--- src/rtl/mux_arb_pkg.sv ---
// Shared types and helpers for the round-robin mux arbiter.
// Widths, FSM state enum and the rotating-priority pick.
package mux_arb_pkg;

  localparam int N_REQ = 4;
  localparam int SEL_W = 2;
  localparam int CNT_W = 4;

  typedef enum logic {
    IDLE,
    GRANT
  } state_t;

  // First set request at or after ptr, wrapping modulo N_REQ.
  function automatic logic [SEL_W-1:0] rr_pick(
    input logic [N_REQ-1:0] req,
    input logic [SEL_W-1:0] ptr
  );
    logic [SEL_W-1:0] idx;
    rr_pick = ptr;
    for (int i = N_REQ - 1; i >= 0; i--) begin
      idx = ptr + SEL_W'(i);
      if (req[idx]) rr_pick = idx;
    end
  endfunction

  function automatic logic [N_REQ-1:0] onehot(
    input logic [SEL_W-1:0] idx
  );
    onehot = '0;
    onehot[idx] = 1'b1;
  endfunction

endpackage

--- src/rtl/mux_arbiter_mux4_1.sv ---
// Four-to-one single-bit data mux for the arbiter data path.
// Purely combinational; sel picks d0..d3.
module mux4_1
  import mux_arb_pkg::*;
(
  input  logic [SEL_W-1:0] sel,
  input  logic             d0,
  input  logic             d1,
  input  logic             d2,
  input  logic             d3,
  output logic             y
);

  always_comb begin
    y = 1'b0;
    unique case (sel)
      2'd0: y = d0;
      2'd1: y = d1;
      2'd2: y = d2;
      2'd3: y = d3;
    endcase
  end

endmodule

--- src/rtl/mux_arbiter.sv ---
// Round-robin 4-way arbiter driving a registered data mux.
// Define MUX_ARB_BURST_EN for MAX_BURST-cycle bursts; else 1-cycle grants.
module mux_arbiter
  import mux_arb_pkg::*;
#(
  parameter int MAX_BURST = 4
) (
  input  logic             clk,
  input  logic             rst,
  input  logic [N_REQ-1:0] req,
  input  logic             a,
  input  logic             b,
  input  logic             c,
  input  logic             d,
  output logic [N_REQ-1:0] grant,
  output logic [SEL_W-1:0] sel,
  output logic             out,
  output logic             valid,
  output logic             busy
);

  if (MAX_BURST < 1 || MAX_BURST > 15) begin : g_bad_burst
    $error("MAX_BURST must be within 1..15");
  end

  state_t           state, state_nx;
  logic [N_REQ-1:0] grant_nx;
  logic [SEL_W-1:0] sel_nx;
  logic [SEL_W-1:0] ptr, ptr_nx;
  logic [SEL_W-1:0] pick_ptr;
  logic [SEL_W-1:0] win;
  logic             last;
  logic             rel;
  logic             mux_y;

`ifdef MUX_ARB_BURST_EN
  logic [CNT_W-1:0] cnt, cnt_nx;
  assign last = (cnt == CNT_W'(MAX_BURST - 1));
`else
  assign last = 1'b1;
`endif

  assign rel      = !req[sel] || last;
  assign pick_ptr = (state == GRANT) ? sel + 2'd1 : ptr;
  assign win      = rr_pick(req, pick_ptr);
  assign busy     = (state == GRANT);

  always_comb begin
    state_nx = state;
    grant_nx = grant;
    sel_nx   = sel;
    ptr_nx   = ptr;
`ifdef MUX_ARB_BURST_EN
    cnt_nx   = cnt;
`endif
    unique case (state)
      IDLE: begin
        if (|req) begin
          state_nx = GRANT;
          grant_nx = onehot(win);
          sel_nx   = win;
`ifdef MUX_ARB_BURST_EN
          cnt_nx   = '0;
`endif
        end
      end
      GRANT: begin
        if (rel) begin
          ptr_nx = sel + 2'd1;
          if (|req) begin
            grant_nx = onehot(win);
            sel_nx   = win;
`ifdef MUX_ARB_BURST_EN
            cnt_nx   = '0;
`endif
          end else begin
            state_nx = IDLE;
            grant_nx = '0;
          end
        end else begin
`ifdef MUX_ARB_BURST_EN
          cnt_nx = cnt + 1'b1;
`endif
        end
      end
    endcase
  end

  mux4_1 u_mux (
    .sel (sel),
    .d0  (a),
    .d1  (b),
    .d2  (c),
    .d3  (d),
    .y   (mux_y)
  );

  always_ff @(posedge clk) begin
    if (rst) begin
      state <= IDLE;
      grant <= '0;
      sel   <= '0;
      ptr   <= '0;
      out   <= 1'b0;
      valid <= 1'b0;
`ifdef MUX_ARB_BURST_EN
      cnt   <= '0;
`endif
    end else begin
      state <= state_nx;
      grant <= grant_nx;
      sel   <= sel_nx;
      ptr   <= ptr_nx;
      out   <= mux_y;
      valid <= (|grant) && req[sel];
`ifdef MUX_ARB_BURST_EN
      cnt   <= cnt_nx;
`endif
    end
  end

endmodule

--- config.mk ---
export PLATFORM = sky130hd
export DESIGN_NAME = mux_arbiter
export DESIGN_NICKNAME = d
export VERILOG_FILES = /design/src/rtl/mux_arb_pkg.sv /design/src/rtl/mux_arbiter_mux4_1.sv /design/src/rtl/mux_arbiter.sv
export SDC_FILE = /design/constraint.sdc
export NUM_CORES = 1
export LEC_CHECK = 0
export ABC_AREA = 1
export CORE_MARGIN = 3
export CORE_UTILIZATION = 30
export CTS_BUF_LIST = sky130_fd_sc_hd__clkbuf_2
export CTS_CLUSTER_DIAMETER = 150
export DETAILED_ROUTE_END_ITERATION = 7
export DONT_BUFFER_PORTS = 1
export GPL_TIMING_DRIVEN = 0
export PLACE_DENSITY = 0.49
export SETUP_SLACK_MARGIN = 0.2
export SLEW_MARGIN = 0
export SYNTH_ARGS = -nofsm -noshare
export SYNTH_HDL_FRONTEND = slang
export SYNTH_HIERARCHICAL = 1
export SYNTH_SLANG_ARGS = --single-unit
--- constraint.sdc ---
create_clock -name clk -period 1.8 [get_ports clk]
set_input_delay 0.18 -clock clk [delete_from_list [all_inputs] [get_ports clk]]
set_output_delay 0.18 -clock clk [all_outputs]
set_load 0.02 [all_outputs]
==> results.txt, run 1 <==
The stage delay of the slowest cell on the critical path was 470 ps. The least setup slack across all paths after layout is 74.14 ps. Before antenna repair, the detailed router went through 4 iterations. Most used flip-flop cell after synthesis: sky130_fd_sc_hd__dfxtp_1.

In this run, synthesis inferred 0 flip-flops with an integrated enable. The overall via count from detail_route is 863, and the part of the cycle the worst path needs is 95.88%. For the pin with the worst max-slew slack, the measured transition is 652.0 ps.

The path category of the worst min-delay check is in -> reg. Max-cap violations in this run came to 0. The number of endpoints failing setup at the final stage is 0. The synthesized design spends more area on one cell type than any other, namely sky130_fd_sc_hd__dfxtp_1. The repair_antennas step left the layout with diodes totalling 0. Number of ports placed on the die boundary: 19. The final wirelength was 2303 um; the worst-case register-to-register setup slack was 70 ps. By area the synthesized netlist is led by sky130_fd_sc_hd__dfxtp_1 27%, sky130_fd_sc_hd__nand2_1 14%, sky130_fd_sc_hd__inv_1 9.8%, sky130_fd_sc_hd__nand3_1 9.4%, sky130_fd_sc_hd__nand2_2 7.0%. In the global route stage, overall resource usage came out at 13.58%. The global placement routability congestion came out at 0.7706.

Traced cell by cell, the critical path runs through inv_4 > nand2_4 > nand2_4 > nand2_2 > nand2_2 > o21bai_1 > nand2_1 > nand2_1 > nand3_2 > nand2_1 > nand2_2 > o211ai_1 > inv_1. Input and output buffers added on the ports amount to 0. The share of post-route cells with drive strength above 1 works out to 43.84%. Per report_power, the combinational group accounts for 53.8% of the total. The flow ran to the end, and the final reports show no timing, DRC or antenna violations. The die is 57.71 um tall. In this run, synthesis produced a sequential element count of 11. The mean number of vias per cell is 4.903, and the distinct cell type count of the synthesized netlist is 21.

The run gives 3 as the number of buffers created by CTS. Dividing total power by cell area gives a power density of 1037 nW/um^2. The tools report the element type at the critical path end as a register. Entering global routing, the biggest net connects 11 pins. Start-to-end type of the worst setup path: reg -> reg. The DRC violation count after routing was 0; the total congestion overflow was 0.

The die boundary width is 57.71 um. Part of the power in the clock network: 11.6%. The timing startpoint of the critical path is busy. The initial antenna violation count is 0. Row generation in the floorplan step produced 18 rows. The run gives 34.6% as the sequential group share of total power.

The number of H-tree levels came out at 1. The slowest stage of the critical path belongs to the cell sky130_fd_sc_hd__dfxtp_4. In the final routed layout, each cell accounts on average for 13.09 um.

The data arrival time at the worst-slack endpoint is 1890 ps. The placed instances occupy a cell area of 845.8 sq um. For the number of global-route vias before repair, the log shows 851.

For the area of the mapped netlist, the log shows 802.0 sq um. The most common cell in the synthesized netlist was sky130_fd_sc_hd__nand2_1. The average size of a mapped cell is 6.122 sq um.

The share of the Yosys chip area taken by registers is 27.46%. For the setup skew after layout, the log shows 13.04 ps. The commonest cells after synthesis are 30 x sky130_fd_sc_hd__nand2_1, 21 x sky130_fd_sc_hd__inv_1, 15 x sky130_fd_sc_hd__nand3_1. The floorplan step defined a die boundary enclosing 3330 sq um. The summed area of non-filler cells in the final layout is 1096 sq um, and the share of synthesized flip-flops with an asynchronous set or reset is 0%. The startpoint type of the worst setup path is a register. The number of standard cells after synthesis was 131; the clock slew at the register clock pins of the worst setup and hold paths was 120 ps.

The largest fanout on the critical path is 7. For the yosys synthesis warning count, the log shows 6. Static timing analysis puts the maximum clock frequency at 579.4 MHz. For the finished layout, the period the worst path requires is 1726 ps. Compared with the post-synthesis result, the final layout area differs by 36.66%. The tools report the clock latency of the later-clocked register in the worst-skew pair as 260 ps.

The final layout contains 157 nets. In this run the critical register-to-register path is captured at sel[1]. Setup repair after global routing could not meet its margin everywhere. TritonCTS built the clock tree.

In this run the power spent charging and discharging nets is 0.5487 mW. The HPWL after detailed placement was 1516 um. The depth of the most critical reg-to-reg path works out to 13. For this configuration, the core starts out at a cell density of 32.08%. Counting every sink on the clock net gives 11. In this run the critical register-to-register path is launched from busy. The internal power is 0.5882 mW, and the final-report max-slew violation count is 0. The remaining number of nets flagged by the antenna check after routing was 0. The most critical setup path has its endpoint at sel[1]. The tools report the cell leakage power as 0.5337 nW. The root buffer cell chosen for the clock tree is sky130_fd_sc_hd__clkbuf_2. The area share of the largest cell type after synthesis was 27.46%. The logs give 1960 ps for the required time of the critical path and 141 for the synthesized net count. The total count of hold-check failures in the final report is 0, and the buffer levels on the longest clock path is 2. The first global-routing pass estimated 3615 um of wire.

For the max-slew headroom at the worst pin, the log shows 56.13%. In this run, the number of DRC markers left after iteration 0 of detailed routing was 11. The run gives 0.0005548 V as the maximum ir drop on the vdd rail. Net switching is 48.27% of the power.

The core region is 2500 sq um. In this run, post-CTS hold repair placed 0 buffers. The fill cell total of the finished layout is 269.

The pre-CTS setup slack was 22.46 ps. The final core utilization came out at 43.84%.
-- worst min path at each step --
stage / from / to / slack (ps) / cells past startpoint
floorplan: req[3] / busy / 330 / 2
global placement: req[3] / busy / 370 / 2
detailed placement: req[3] / busy / 370 / 2
CTS: req[3] / busy / 100 / 2
global route: req[2] / valid / 70 / 2
finish: req[2] / valid / 110 / 2
-- cell type report --
cell class              count  area, sq um  area share, %
repair buffers             10        71.32          6.507
well taps                  30        37.54          3.425
inverters                  27        106.4          9.703
flip-flops and latches     11        231.5          21.12
clock buffers               3        15.01          1.370
clock inverters             1        5.005         0.4566
plain buffers               1        3.754         0.3425
multi-input cells          93        625.6          57.08
-- flip-flops by register name, indices dropped and copies added (netlist names) --
register and flops:
out 1, valid 1, busy 1, sel 2, ptr 2, grant 4
-- through the flow --
stage / setup TNS (ps) / hold slack, ps / total power [mW] / instances
after global placement: 0 / 367.3 / 0.7955 / 161
after detailed placement: 0 / 367.4 / 0.8018 / 161
after floorplan: 0 / 332.2 / 0.7207 / 131
after CTS: 0 / 99.25 / 1.029 / 172
final: 0 / 113.2 / 1.137 / 176
after global routing: -250.6 / 74.78 / 1.241 / 176
-- kinds of logic after synthesis --
kind of cell           share of synthesized area (%)
and+or+nand+nor                                48.36
buffers and inverters                          13.10
AOI/OAI and AO/OA                              11.08
DFF                                            27.46
-- layout by cell type (no fill, tap or decap), drive strengths merged --
| cell | count |
|---|---|
| nor4 | 2 |
| inv | 26 |
| clkinv | 2 |
| dfxtp | 11 |
| o21ai | 3 |
| a2111oi | 1 |
| nand3 | 18 |
| buf | 10 |
| a21oi | 7 |
| o211ai | 2 |
| clkbuf | 4 |
| o21bai | 1 |
| or2 | 1 |
| nor2 | 15 |
| nand2 | 43 |
-- worst max-delay path, delay by kind of cell, from the launching register on --
kind,cells,cell delay [ps]
DFF,1,470
and+or+nand+nor,9,730
AOI/OAI and AO/OA,2,310
buffers and inverters,2,130
-- timing repair --
| action | CTS | global route |
|---|---|---|
| endpoints found under the setup margin | 6 | 6 |
| setup buffers | 6 | 4 |
| pin swaps | 7 | 2 |
| gates resized for setup | 18 | 20 |
| gates cloned | 1 | 0 |
-- power groups by stage --
stage               registers, mW  clock network (mW)  logic [mW]
floorplan                   0.384                   0       0.337
global placement            0.397                   0       0.398
detailed placement          0.398                   0       0.403
CTS                         0.393               0.143       0.494
global route                0.401               0.163       0.676
finish                      0.394               0.132       0.612
-- layer usage --
layer | vias up | share of wire [%] | track usage (%)
li1 | 440 | - | -
met1 | 397 | 44 | 16.37
met2 | 22 | 48 | 21.61
met3 | 4 | 5.9 | 5.122
met4 | 0 | 1.3 | 5.629
met5 | - | 0 | 0
(Power assumes the default switching activity.)
==> run 2: changes to the inputs <==
--- a/config.mk
+++ b/config.mk
@@ -8,7 +8,6 @@
 export ABC_AREA = 1
 export CORE_MARGIN = 3
 export CORE_UTILIZATION = 30
-export CTS_BUF_LIST = sky130_fd_sc_hd__clkbuf_2
 export CTS_CLUSTER_DIAMETER = 150
 export DETAILED_ROUTE_END_ITERATION = 7
 export DONT_BUFFER_PORTS = 1
==> run 2 against run 1 <==
- cell count increased by 0.57%
- sequential power increased by 2%
- routed wire length increased by 3.0%
- sequential cell count unchanged
- first-iteration DRC count increased by 100%
- via count decreased by 1.4%
- clock skew decreased by 9.3 ps
- largest power group unchanged
- register-to-register slack about the same
- non-clock buffer count increased by 2
==> results.txt, run 2 (synthesized netlist as in run 1, its figures left out) <==
The largest registers in the layout are grant: 4 flops, ptr: 2 flops, sel: 2 flops. The die is 57.71 um tall. The final wirelength was 2371 um.

The share of post-route cells with drive strength above 1 was 46.94%. The clock net in this run drives a total of 11 sinks. The run gives 32.08% as the starting utilization of the core area. The run finished with clean final reports. Of all nets on the critical path, the largest fanout is 7.

For the number of H-tree levels, the log shows 1. In this run, the number of DRC markers left after iteration 0 of detailed routing was 22. Buffers inserted during clock tree synthesis total 3.

The worst setup path is captured at a register. Counting along the longest clock path gives a buffer depth of 2. The number of antenna diodes in the final layout is 0. The register with the most flip-flops in the layout has 4 of them.

The number of global-route vias before repair is 862. Required time of the critical path: 1960 ps. Dividing total power by cell area gives a power density of 1005 nW/um^2.

The tools report the global routing usage summed across all routing layers as 14.08%. The initial antenna violation count is 0. Max-cap violations in this run came to 0. During placement, the flow inserted port buffers numbering 0. The congestion estimate from routability-driven global placement came to 0.7706.

The library cells used most frequently in the layout, excluding fill and tap cells, are 18 x sky130_fd_sc_hd__inv_1, 18 x sky130_fd_sc_hd__nand2_1, 13 x sky130_fd_sc_hd__nor2_1. The share of total power dissipated in sequential elements is 33.0%. The run gives 0 as the number of buffers inserted for hold repair after clock tree synthesis.

Start-to-end type of the worst setup path: reg -> reg. The pre-antenna-repair detailed-routing pass consisted of 4 iterations. The worst pin sits at a relative slew slack of 54.79%.

Overall power consumption after layout is estimated at 1.218 mW. At the end of the flow, the number of nets in the layout was 158. From synthesis to final layout, the design area changed by 51.01%. The post-detailed-route wirelength per cell was 13.40 um; the area of the core region was 2500 sq um.

Of the total power, combinational logic draws 53.6%. The pin slew with the least headroom to its limit came out at 671.9 ps. The die covers 3330 sq um. Clock tree synthesis selected as its root buffer the cell sky130_fd_sc_hd__clkbuf_4. The clock network accounts for 13.4% of the total power.

The largest net degree at the start of global routing is 11. The tools report the startpoint type of the worst setup path as a register. The switching part of the total power came out at 46.76%. The final-report max-slew violation count is 0, and the remaining number of nets flagged by the antenna check after routing is 0.

The run gives 0.0005822 V as the maximum ir drop on the vdd rail. After detailed routing, the number of remaining DRC violations is 0. At the end of the flow the core is filled with cells to 48.45%.

The final-layout setup total negative slack came out at 0 ps. Setup violations remaining at the end of the flow were counted as 0. The path category of the worst min-delay check was in -> reg. The wire length of the first global-routing pass came out at 3753 um. Mean number of vias per cell: 4.808. Counting I/O delays and the setup requirement, the final critical path takes 1728 ps. The part of the cycle the worst path needs was 95.99%; the net switching power figure was 0.5694 mW. Summed area of non-filler cells in the final layout: 1211 sq um.

TritonCTS built the clock tree. The initialized floorplan defines 18 standard-cell rows. The highest clock rate is 578.8 MHz, and the cell leakage power is 0.5642 nW. Once placement finished, the instance area stood at 845.8 sq um. For the fill cell total of the finished layout, the log shows 258.

Clock-pin slew was measured on the worst setup and hold paths at 70 ps. Setup repair after global routing could not meet its margin everywhere. The total congestion overflow is 0, and the die boundary width is 57.71 um.

The tools report the total count of hold-check failures in the final report as 0. The setup skew after layout came out at 3.743 ps. The clock latency of the later-clocked register in the worst-skew pair was 260 ps. The tools report the overall via count from detail_route as 851. The internal portion of the total power is 0.6483 mW. Data arrives at the worst endpoint at 1890 ps.

Largest register by flop count: grant. After legalization and detailed placement, the total HPWL measured 1516 um. For the number of ports placed on the die boundary, the log shows 19.
==> run 2: changes by cell type in the layout (fill, tap and decap cells not counted), moves of 2 or more <==
| cell | delta |
|---|---|
| sky130_fd_sc_hd__clkbuf_2 | -3 |
| sky130_fd_sc_hd__clkbuf_4 | +3 |
| sky130_fd_sc_hd__nand2_1 | -4 |
| sky130_fd_sc_hd__nand2_8 | +4 |
| sky130_fd_sc_hd__nand3_2 | -2 |
| sky130_fd_sc_hd__nand3_4 | +2 |
==> run 2: cell type report <==
class,count,area (sq um),share of cell area (%)
Clock inverter,1,5.005,0.4132
Multi-Input combinational cell,92,693.2,57.23
Timing Repair Buffer,12,102.6,8.471
Inverter,27,113.9,9.401
Sequential cell,11,232.7,19.21
Buffer,1,3.754,0.3099
Tap cell,30,37.54,3.099
Clock buffer,3,22.52,1.860
==> run 2: path summary, 6_finish.rpt <==
check,cells past startpoint,slack [ps],start,endpoint
worst max register to register,12,70,busy,sel[1]
worst min register to register,2,600,grant[3],grant[3]
worst max-delay path,12,70,busy,sel[1]
worst min-delay path,2,100,req[2],valid
==> run 2: layer usage <==
layer | vias to the layer above | GRT usage [%] | routed length, um
met5 | - | 0 | 0
met4 | 0 | 4.636 | 12
met3 | 2 | 4.677 | 124
met2 | 18 | 23.06 | 1182
met1 | 390 | 17.32 | 1050
li1 | 441 | - | -
==> run 2: timing repair <==
action	CTS	global route
setup endpoints to repair	6	6
pin swaps	13	21
resized for setup	23	35
buffers inserted	9	3
==> run 2: power groups by stage <==
stage | combinational, mW | clock, mW | sequential, mW
2_1_floorplan | 0.337 | 0 | 0.384
3_3_place_gp | 0.398 | 0 | 0.397
3_5_place_dp | 0.403 | 0 | 0.398
4_1_cts | 0.509 | 0.175 | 0.395
5_1_grt | 0.720 | 0.197 | 0.408
6_report | 0.653 | 0.163 | 0.402
==> run 2: critical path, stage by stage, from the launching register on <==
cell and delay (ps):
sky130_fd_sc_hd__dfxtp_4 490, sky130_fd_sc_hd__nand2_4 130, sky130_fd_sc_hd__buf_4 160, sky130_fd_sc_hd__nand3_2 80, sky130_fd_sc_hd__nand2_4 60, sky130_fd_sc_hd__nor2_4 100
sky130_fd_sc_hd__nor2_4 50, sky130_fd_sc_hd__nand2_1 70, sky130_fd_sc_hd__nand3_2 90, sky130_fd_sc_hd__nand2_1 90, sky130_fd_sc_hd__nand2_2 80, sky130_fd_sc_hd__o211ai_1 160
sky130_fd_sc_hd__inv_1 60
==> run 2: metrics by stage <==
step	setup slack (ps)	std cells	hold WS, ps
after detailed placement	22.46	161	367.4
after floorplan	241.9	131	332.2
final	72.25	177	100.9
after global routing	-46.44	177	89.62
after global placement	44.70	161	367.3
after CTS	100.6	174	93.57
